===== src/rtl/music_pkg.sv =====
// rtl/music_pkg.sv - shared state, tempo and note constants for the song player
package music_pkg;

   typedef enum logic [1:0] {
      ST_IDLE   = 2'd0,
      ST_FETCH  = 2'd1,
      ST_PLAY   = 2'd2,
      ST_PAUSED = 2'd3
   } seq_state_t;

   localparam logic [1:0] TEMPO_1X   = 2'b00;
   localparam logic [1:0] TEMPO_2X   = 2'b01;
   localparam logic [1:0] TEMPO_HALF = 2'b10;

   localparam logic [7:0] NOTE_REST = 8'd0;

   localparam int unsigned DEFAULT_SLOT_CYCLES = 4194304;
   localparam int unsigned DEFAULT_GAP_CYCLES  = 262144;

endpackage


===== src/rtl/slot_timer.sv =====
// rtl/slot_timer.sv - tempo-scaled slot/gap lengths and the per-slot cycle counter
module slot_timer
   import music_pkg::*;
#(
   parameter int unsigned SLOT_CYCLES = DEFAULT_SLOT_CYCLES,
   parameter int unsigned GAP_CYCLES  = DEFAULT_GAP_CYCLES,
   parameter int unsigned CNT_W       = $clog2(2 * SLOT_CYCLES)
) (
   input  logic       clk,
   input  logic       RESET,
   input  logic [1:0] i_tempo,
   input  logic       i_clear,
   input  logic       i_en,
   output logic       o_at_gap,
   output logic       o_at_end
);

   localparam logic [CNT_W-1:0] END_1X   = CNT_W'(SLOT_CYCLES - 1);
   localparam logic [CNT_W-1:0] END_2X   = CNT_W'(SLOT_CYCLES / 2 - 1);
   localparam logic [CNT_W-1:0] END_HALF = CNT_W'(2 * SLOT_CYCLES - 1);
   localparam logic [CNT_W-1:0] GAP_1X   = CNT_W'(GAP_CYCLES);
   localparam logic [CNT_W-1:0] GAP_2X   = CNT_W'(GAP_CYCLES / 2);
   localparam logic [CNT_W-1:0] GAP_HALF = CNT_W'(2 * GAP_CYCLES);

   logic [CNT_W-1:0] r_count;
   logic [CNT_W-1:0] r_end;
   logic [CNT_W-1:0] r_gap;
   logic [CNT_W-1:0] w_end_sel;
   logic [CNT_W-1:0] w_gap_sel;
   logic [CNT_W:0]   w_count_next;

   always_comb begin
      w_end_sel = END_1X;
      w_gap_sel = GAP_1X;
      case (i_tempo)
         TEMPO_2X: begin
            w_end_sel = END_2X;
            w_gap_sel = GAP_2X;
         end
         TEMPO_HALF: begin
            w_end_sel = END_HALF;
            w_gap_sel = GAP_HALF;
         end
         TEMPO_1X: begin
            w_end_sel = END_1X;
            w_gap_sel = GAP_1X;
         end
         default: begin
            w_end_sel = END_1X;
            w_gap_sel = GAP_1X;
         end
      endcase
   end

   // Lengths are captured together with the counter clear, so a tempo change
   // mid-slot only shows up on the following slot.
   always_ff @(posedge clk or posedge RESET) begin
      if (RESET) begin
         r_count <= '0;
         r_end   <= END_1X;
         r_gap   <= GAP_1X;
      end else if (i_clear) begin
         r_count <= '0;
         r_end   <= w_end_sel;
         r_gap   <= w_gap_sel;
      end else if (i_en) begin
         r_count <= r_count + CNT_W'(1);
      end
   end

   // Gap test looks at the next count so the registered gate lines up with
   // the first sounding cycle.
   assign w_count_next = {1'b0, r_count} + {{CNT_W{1'b0}}, 1'b1};
   assign o_at_gap     = (w_count_next >= {1'b0, r_gap});
   assign o_at_end     = (r_count == r_end);

endmodule


===== src/rtl/song_sequencer.sv =====
// rtl/song_sequencer.sv - song ROM player with play/pause/stop, tempo, articulation gap and loop
module song_sequencer
   import music_pkg::*;
#(
   parameter int unsigned ADDR_W      = 8,
   parameter int unsigned LAST_ADDR   = 240,
   parameter int unsigned SLOT_CYCLES = DEFAULT_SLOT_CYCLES,
   parameter int unsigned GAP_CYCLES  = DEFAULT_GAP_CYCLES
) (
   input  logic              clk,
   input  logic              RESET,
   input  logic              play,
   input  logic              stop,
   input  logic              loop_en,
   input  logic [1:0]        tempo,
   output logic [ADDR_W-1:0] rom_addr,
   input  logic [7:0]        rom_note,
   output logic [7:0]        fullnote,
   output logic              gate,
   output logic              busy,
   output logic              paused,
   output logic              song_done
);

   localparam logic [ADDR_W-1:0] LAST = ADDR_W'(LAST_ADDR);

   seq_state_t        r_state;
   logic              r_fetch_2nd;
   logic [ADDR_W-1:0] r_rom_addr;
   logic [7:0]        r_fullnote;
   logic              r_gate;
   logic              r_busy;
   logic              r_paused;
   logic              r_song_done;

   seq_state_t        w_state_next;
   logic              w_fetch_2nd_next;
   logic [ADDR_W-1:0] w_addr_next;
   logic [7:0]        w_note_next;
   logic              w_gate_next;
   logic              w_done_next;
   logic              w_tmr_clear;
   logic              w_tmr_en;
   logic              w_at_gap;
   logic              w_at_end;

   slot_timer #(
      .SLOT_CYCLES (SLOT_CYCLES),
      .GAP_CYCLES  (GAP_CYCLES)
   ) u_slot_timer (
      .clk      (clk),
      .RESET    (RESET),
      .i_tempo  (tempo),
      .i_clear  (w_tmr_clear),
      .i_en     (w_tmr_en),
      .o_at_gap (w_at_gap),
      .o_at_end (w_at_end)
   );

   always_ff @(posedge clk or posedge RESET) begin
      if (RESET) begin
         r_state     <= ST_IDLE;
         r_fetch_2nd <= 1'b0;
         r_rom_addr  <= '0;
         r_fullnote  <= NOTE_REST;
         r_gate      <= 1'b0;
         r_busy      <= 1'b0;
         r_paused    <= 1'b0;
         r_song_done <= 1'b0;
      end else begin
         r_state     <= w_state_next;
         r_fetch_2nd <= w_fetch_2nd_next;
         r_rom_addr  <= w_addr_next;
         r_fullnote  <= w_note_next;
         r_gate      <= w_gate_next;
         r_busy      <= (w_state_next != ST_IDLE);
         r_paused    <= (w_state_next == ST_PAUSED);
         r_song_done <= w_done_next;
      end
   end

   always_comb begin
      w_state_next     = r_state;
      w_fetch_2nd_next = 1'b0;
      w_addr_next      = r_rom_addr;
      w_note_next      = r_fullnote;
      w_gate_next      = 1'b0;
      w_done_next      = 1'b0;
      w_tmr_clear      = 1'b0;
      w_tmr_en         = 1'b0;
      if (stop) begin
         w_state_next = ST_IDLE;
         w_addr_next  = '0;
         w_note_next  = NOTE_REST;
      end else begin
         case (r_state)
            ST_IDLE: begin
               w_addr_next = '0;
               w_note_next = NOTE_REST;
               if (play) w_state_next = ST_FETCH;
            end
            // First cycle lets the ROM register the address, second captures its data.
            ST_FETCH: begin
               if (!r_fetch_2nd) begin
                  w_fetch_2nd_next = 1'b1;
               end else begin
                  w_note_next  = rom_note;
                  w_tmr_clear  = 1'b1;
                  w_state_next = ST_PLAY;
               end
            end
            ST_PLAY: begin
               if (play) begin
                  w_state_next = ST_PAUSED;
               end else if (w_at_end) begin
                  if (r_rom_addr != LAST) begin
                     w_addr_next  = r_rom_addr + ADDR_W'(1);
                     w_state_next = ST_FETCH;
                  end else if (loop_en) begin
                     w_addr_next  = '0;
                     w_state_next = ST_FETCH;
                  end else begin
                     w_done_next  = 1'b1;
                     w_addr_next  = '0;
                     w_note_next  = NOTE_REST;
                     w_state_next = ST_IDLE;
                  end
               end else begin
                  w_tmr_en    = 1'b1;
                  w_gate_next = w_at_gap && (r_fullnote != NOTE_REST);
               end
            end
            ST_PAUSED: begin
               if (play) w_state_next = ST_PLAY;
            end
            default: begin
               w_state_next = ST_IDLE;
            end
         endcase
      end
   end

   assign rom_addr  = r_rom_addr;
   assign fullnote  = r_fullnote;
   assign gate      = r_gate;
   assign busy      = r_busy;
   assign paused    = r_paused;
   assign song_done = r_song_done;

endmodule


===== config.mk =====
export PLATFORM = sky130hd
export DESIGN_NAME = song_sequencer
export DESIGN_NICKNAME = d
export VERILOG_FILES = /design/src/rtl/music_pkg.sv /design/src/rtl/slot_timer.sv /design/src/rtl/song_sequencer.sv
export SDC_FILE = /design/constraint.sdc
export NUM_CORES = 1
export LEC_CHECK = 0
export BUFFER_PORTS_ARGS = -buffer_cell sky130_fd_sc_hd__buf_2
export CAP_MARGIN = 20
export CORE_MARGIN = 2
export CORE_UTILIZATION = 35
export DETAILED_ROUTE_END_ITERATION = 12
export REMOVE_ABC_BUFFERS = 1
export SLEW_MARGIN = 20
export SYNTH_ARGS = -nofsm -noshare
export SYNTH_HDL_FRONTEND = slang
export SYNTH_SLANG_ARGS = --single-unit
export TNS_END_PERCENT = 30

===== constraint.sdc =====
create_clock -name clk -period 2.85 [get_ports clk]
set_input_delay 0.57 -clock clk [delete_from_list [all_inputs] [get_ports clk]]
set_output_delay 0.57 -clock clk [all_outputs]
set_load 0.01 [all_outputs]

==> metrics.md <==
| Metric | Value |
|---|---|
| Status | complete, no violations |
| Slew Limit Fails | 0 |
| Pwr Total | 1330 uW |
| R2R Path Start | u_slot_timer.r_count[9]$_DFFE_PP0P_ |
| Critical path cell sequence | and4_1, nand4_1, nor2_1, nand3_1, xnor2_1, ha_1, nor2b_1, o21ai_0, nand2_1, o31ai_1, o21ai_0 |
| Most frequent cells in the layout | 48 x dfrtp_1, 41 x o21ai_0, 34 x buf_2 |
| Max VDD drop | 0.000192 V |
| CP required | 3.04 ns |
| Routability cong. | 0.871 |
| Global-route wire length before repair | 11600 um |
| # H-tree levels | 2 |
| DR vias/cell | 5.44 |
| Clock latency on the worst-skew pair | 0.31 ns |
| Max Clk Rate | 380 MHz |
| Post-synth cell types | 51 |
| Slew margin rel. | 0.503 |
| I/O pin cnt | 35 |
| DIE AREA | 9210 sq um |
| CTS tree | yes |
| Share of layout cells above drive strength 1 | 0.203 |
| N_diodes | 0 |
| Core Box Area | 8220 sq um |
| I/O Buffers | 34 |
| Internal reg-to-reg setup slack | 0.22 ns |
| # DRC | 0 |
| GRT busiest layer | met2 |
| Register area share after synthesis | 0.423 |
| Startpoint Class | register |
| Worst reg-to-reg path cell count | 11 |
| Clock buffer count from CTS | 5 |
| Tot GR Track Use | 0.158 |
| Min-delay worst type | input port to async pin |
| CTS Root Cell | clkbuf_8 |
| Synth warn | 0 |
| Hold buffers post-CTS | 0 |
| Async set-reset flop share out of synthesis | 1.00 |
| Worst reg2reg path endpoint | gate$_DFF_PP0_ |
| Final period util | 0.923 |
| Final WL | 6720 um |
| Post-route ant nets | 0 |
| CP max stage delay | 0.49 ns |
| Final hold violations | 0 |
| Number of flops mapped to enable cells by yosys | 0 |
| Met1 Track Usage GR | 0.220 |
| Largest net degree at the start of global routing | 24 |
| Main synth FF type | dfrtp_1 |
| Worst-path fanout max | 8 |
| Worst setup margin | 0.220 ns |
| Net count, final | 389 |
| Reg clk slew, reported paths | 0.10 ns |
| Die X | 96.0 um |
| Leakage Power | 0.00149 uW |
| Iteration-0 DRC Markers | 115 |
| FILL cells | 853 |
| Die height | 96.0 um |
| Initial antenna violation count | 0 |
| Final setup violation count | 0 |
| Commonest non-fill, non-tap cell in the layout | dfrtp_1 |
| Routed vias | 2557 |
| Total global routing overflow | 0 |
| Most used cell, CP | o21ai_0 |
| Avg WL per Cell | 14.3 um |
| Row count | 33 |
| Fin crit period | 2.63 ns |
| Crit-path slowest cell | dfrtp_1 |
| Post-Syn Area | 2960 sq um |
| Layout area overhead | 14.5% |
| Max Clock Skew | 0.0123 ns |
| Grt met2 use | 0.251 |
| Gate Count Post-Synth | 324 |
| Critical Path Sink Type | register |
| Starting density of the core | 0.360 |
| Met3 Usage GRT | 0.0305 |
| 1st-pass router iterations | 5 |
| Critical Path AT | 2.82 ns |
| Worst Setup Path Type | register to register |
| Post-Syn Area per Cell | 9.14 sq um |
| DP HPWL | 4970 um |
| Final core occ | 0.413 |
| Vias in the first global route | 2453 |
| Flops & latches, synth | 50 |
| Maxcap violations | 0 |
| Pwr Density | 393 nW/um^2 |
| Clock Path Buffers | 2 |
| RSZ-0062 raised after global routing | no |
| Worst-Margin Slew | 0.738 ns |
| Pre-CTS worst setup slack | 0.232 ns |
| CTS sink cnt | 50 |
==> layer usage <==
| metal | vias up | part of all wire |
|---|---|---|
| li1 | 1272 | - |
| met1 | 1219 | 0.50 |
| met2 | 59 | 0.45 |
| met3 | 7 | 0.039 |
| met4 | 0 | 0.0076 |
| met5 | - | 0 |
==> stage by stage <==
| stage | setup TNS [ns] | instance area, sq um | instances | hold WS (ns) |
|---|---|---|---|---|
| after floorplan | -8.13 | 2870 | 309 | 0.442 |
| after global placement | 0 | 3290 | 462 | 0.476 |
| after detailed placement | 0 | 3290 | 462 | 0.489 |
| after CTS | 0 | 3390 | 470 | 0.290 |
| after global routing | 0 | 3390 | 470 | 0.297 |
| final | 0 | 3390 | 470 | 0.281 |
==> synth_stat cells (5+ instances only) <==
cell type  instances  area share
dfrtp_1           48        0.41
o21ai_0           41       0.069
nor2_1            30       0.038
nand2_1           21       0.027
nand3_1           15       0.025
inv_1             14       0.018
o31ai_1           11       0.028
ha_1              10       0.042
a21oi_1            9       0.015
nand2b_1           9       0.019
xnor2_1            9       0.027
a22o_1             8       0.024
a31oi_1            8       0.017
clkbuf_1           7      0.0089
nor3_1             7       0.012
nand4_1            6       0.013
nor4_1             6       0.013
o41ai_1            6       0.018
and3_1             5       0.011
buf_2              5      0.0084
nor2b_1            5       0.011
==> worst max-delay path by stage <==
stage | from | endpoint | slack (ns) | cells after the start
floorplan | u_slot_timer.r_count[17]$_DFFE_PP0P_ | u_slot_timer.r_count[20]$_DFFE_PP0P_ | -0.40 | 6
CTS | u_slot_timer.r_count[0]$_DFFE_PP0P_ | gate$_DFF_PP0_ | 0.24 | 11
global route | u_slot_timer.r_count[9]$_DFFE_PP0P_ | gate$_DFF_PP0_ | 0.009 | 11
finish | u_slot_timer.r_count[9]$_DFFE_PP0P_ | gate$_DFF_PP0_ | 0.22 | 11
global placement | u_slot_timer.r_count[0]$_DFFE_PP0P_ | gate$_DFF_PP0_ | 0.31 | 11
detailed placement | u_slot_timer.r_count[0]$_DFFE_PP0P_ | gate$_DFF_PP0_ | 0.23 | 11
==> power breakdown <==
part	internal, uW	leakage (uW)	total, uW	switching [uW]
sequential	743	0.000685	767	24.3
combinational	51.4	0.000757	126	74.1
clock	182	0.0000502	441	259
total	977	0.00149	1330	357
==> worst max-delay path: cells and delay by family (launching register included) <==
kind                     cells  cell delay [ns]
adder cells (fa/ha/maj)      1             0.28
XOR/XNOR                     1             0.21
AO/OA/AOI/OAI                3             0.48
flip-flops                   1             0.49
AND/OR/NAND/NOR              6             1.04
==> state kept, by name, summed over array words and instances (netlist names) <==
signal,cells
u_slot_timer.r_end,1
r_fetch_2nd,1
song_done,1
r_state,2
rom_addr,8
u_slot_timer.r_count,23
u_slot_timer.r_gap,3
gate,1
fullnote,8
busy,1
paused,1
==> what timing repair did <==
item                                   4_1_cts  5_1_grt
gates resized for setup                      0        1
endpoints found under the hold margin        0        0
buffers inserted                             0        0
setup endpoints to repair                    0        1
==> area by class of cell <==
cell class | instances | area [sq um] | share of cell area
Tap cell | 105 | 131 | 0.0387
Inverter | 14 | 52.6 | 0.0155
Clock buffer | 5 | 68.8 | 0.0203
Timing Repair Buffer | 48 | 275 | 0.0812
Clock inverter | 3 | 28.8 | 0.00849
Multi-Input combinational cell | 245 | 1580 | 0.466
Sequential cell | 50 | 1250 | 0.370
==> kinds of logic (layout without fill, tap and decap cells) <==
kind of cell / after synthesis / after routing / synth area share
multiplexers: 4 / 4 / 0.0148
AO/OA/AOI/OAI: 92 / 92 / 0.195
XOR/XNOR: 10 / 10 / 0.0296
buffers and inverters: 29 / 70 / 0.0494
adder cells (fa/ha/maj): 10 / 10 / 0.0422
AND/OR/NAND/NOR: 129 / 129 / 0.246
flip-flops: 50 / 50 / 0.423
No activity file was read; power rests on OpenSTA's default activity.
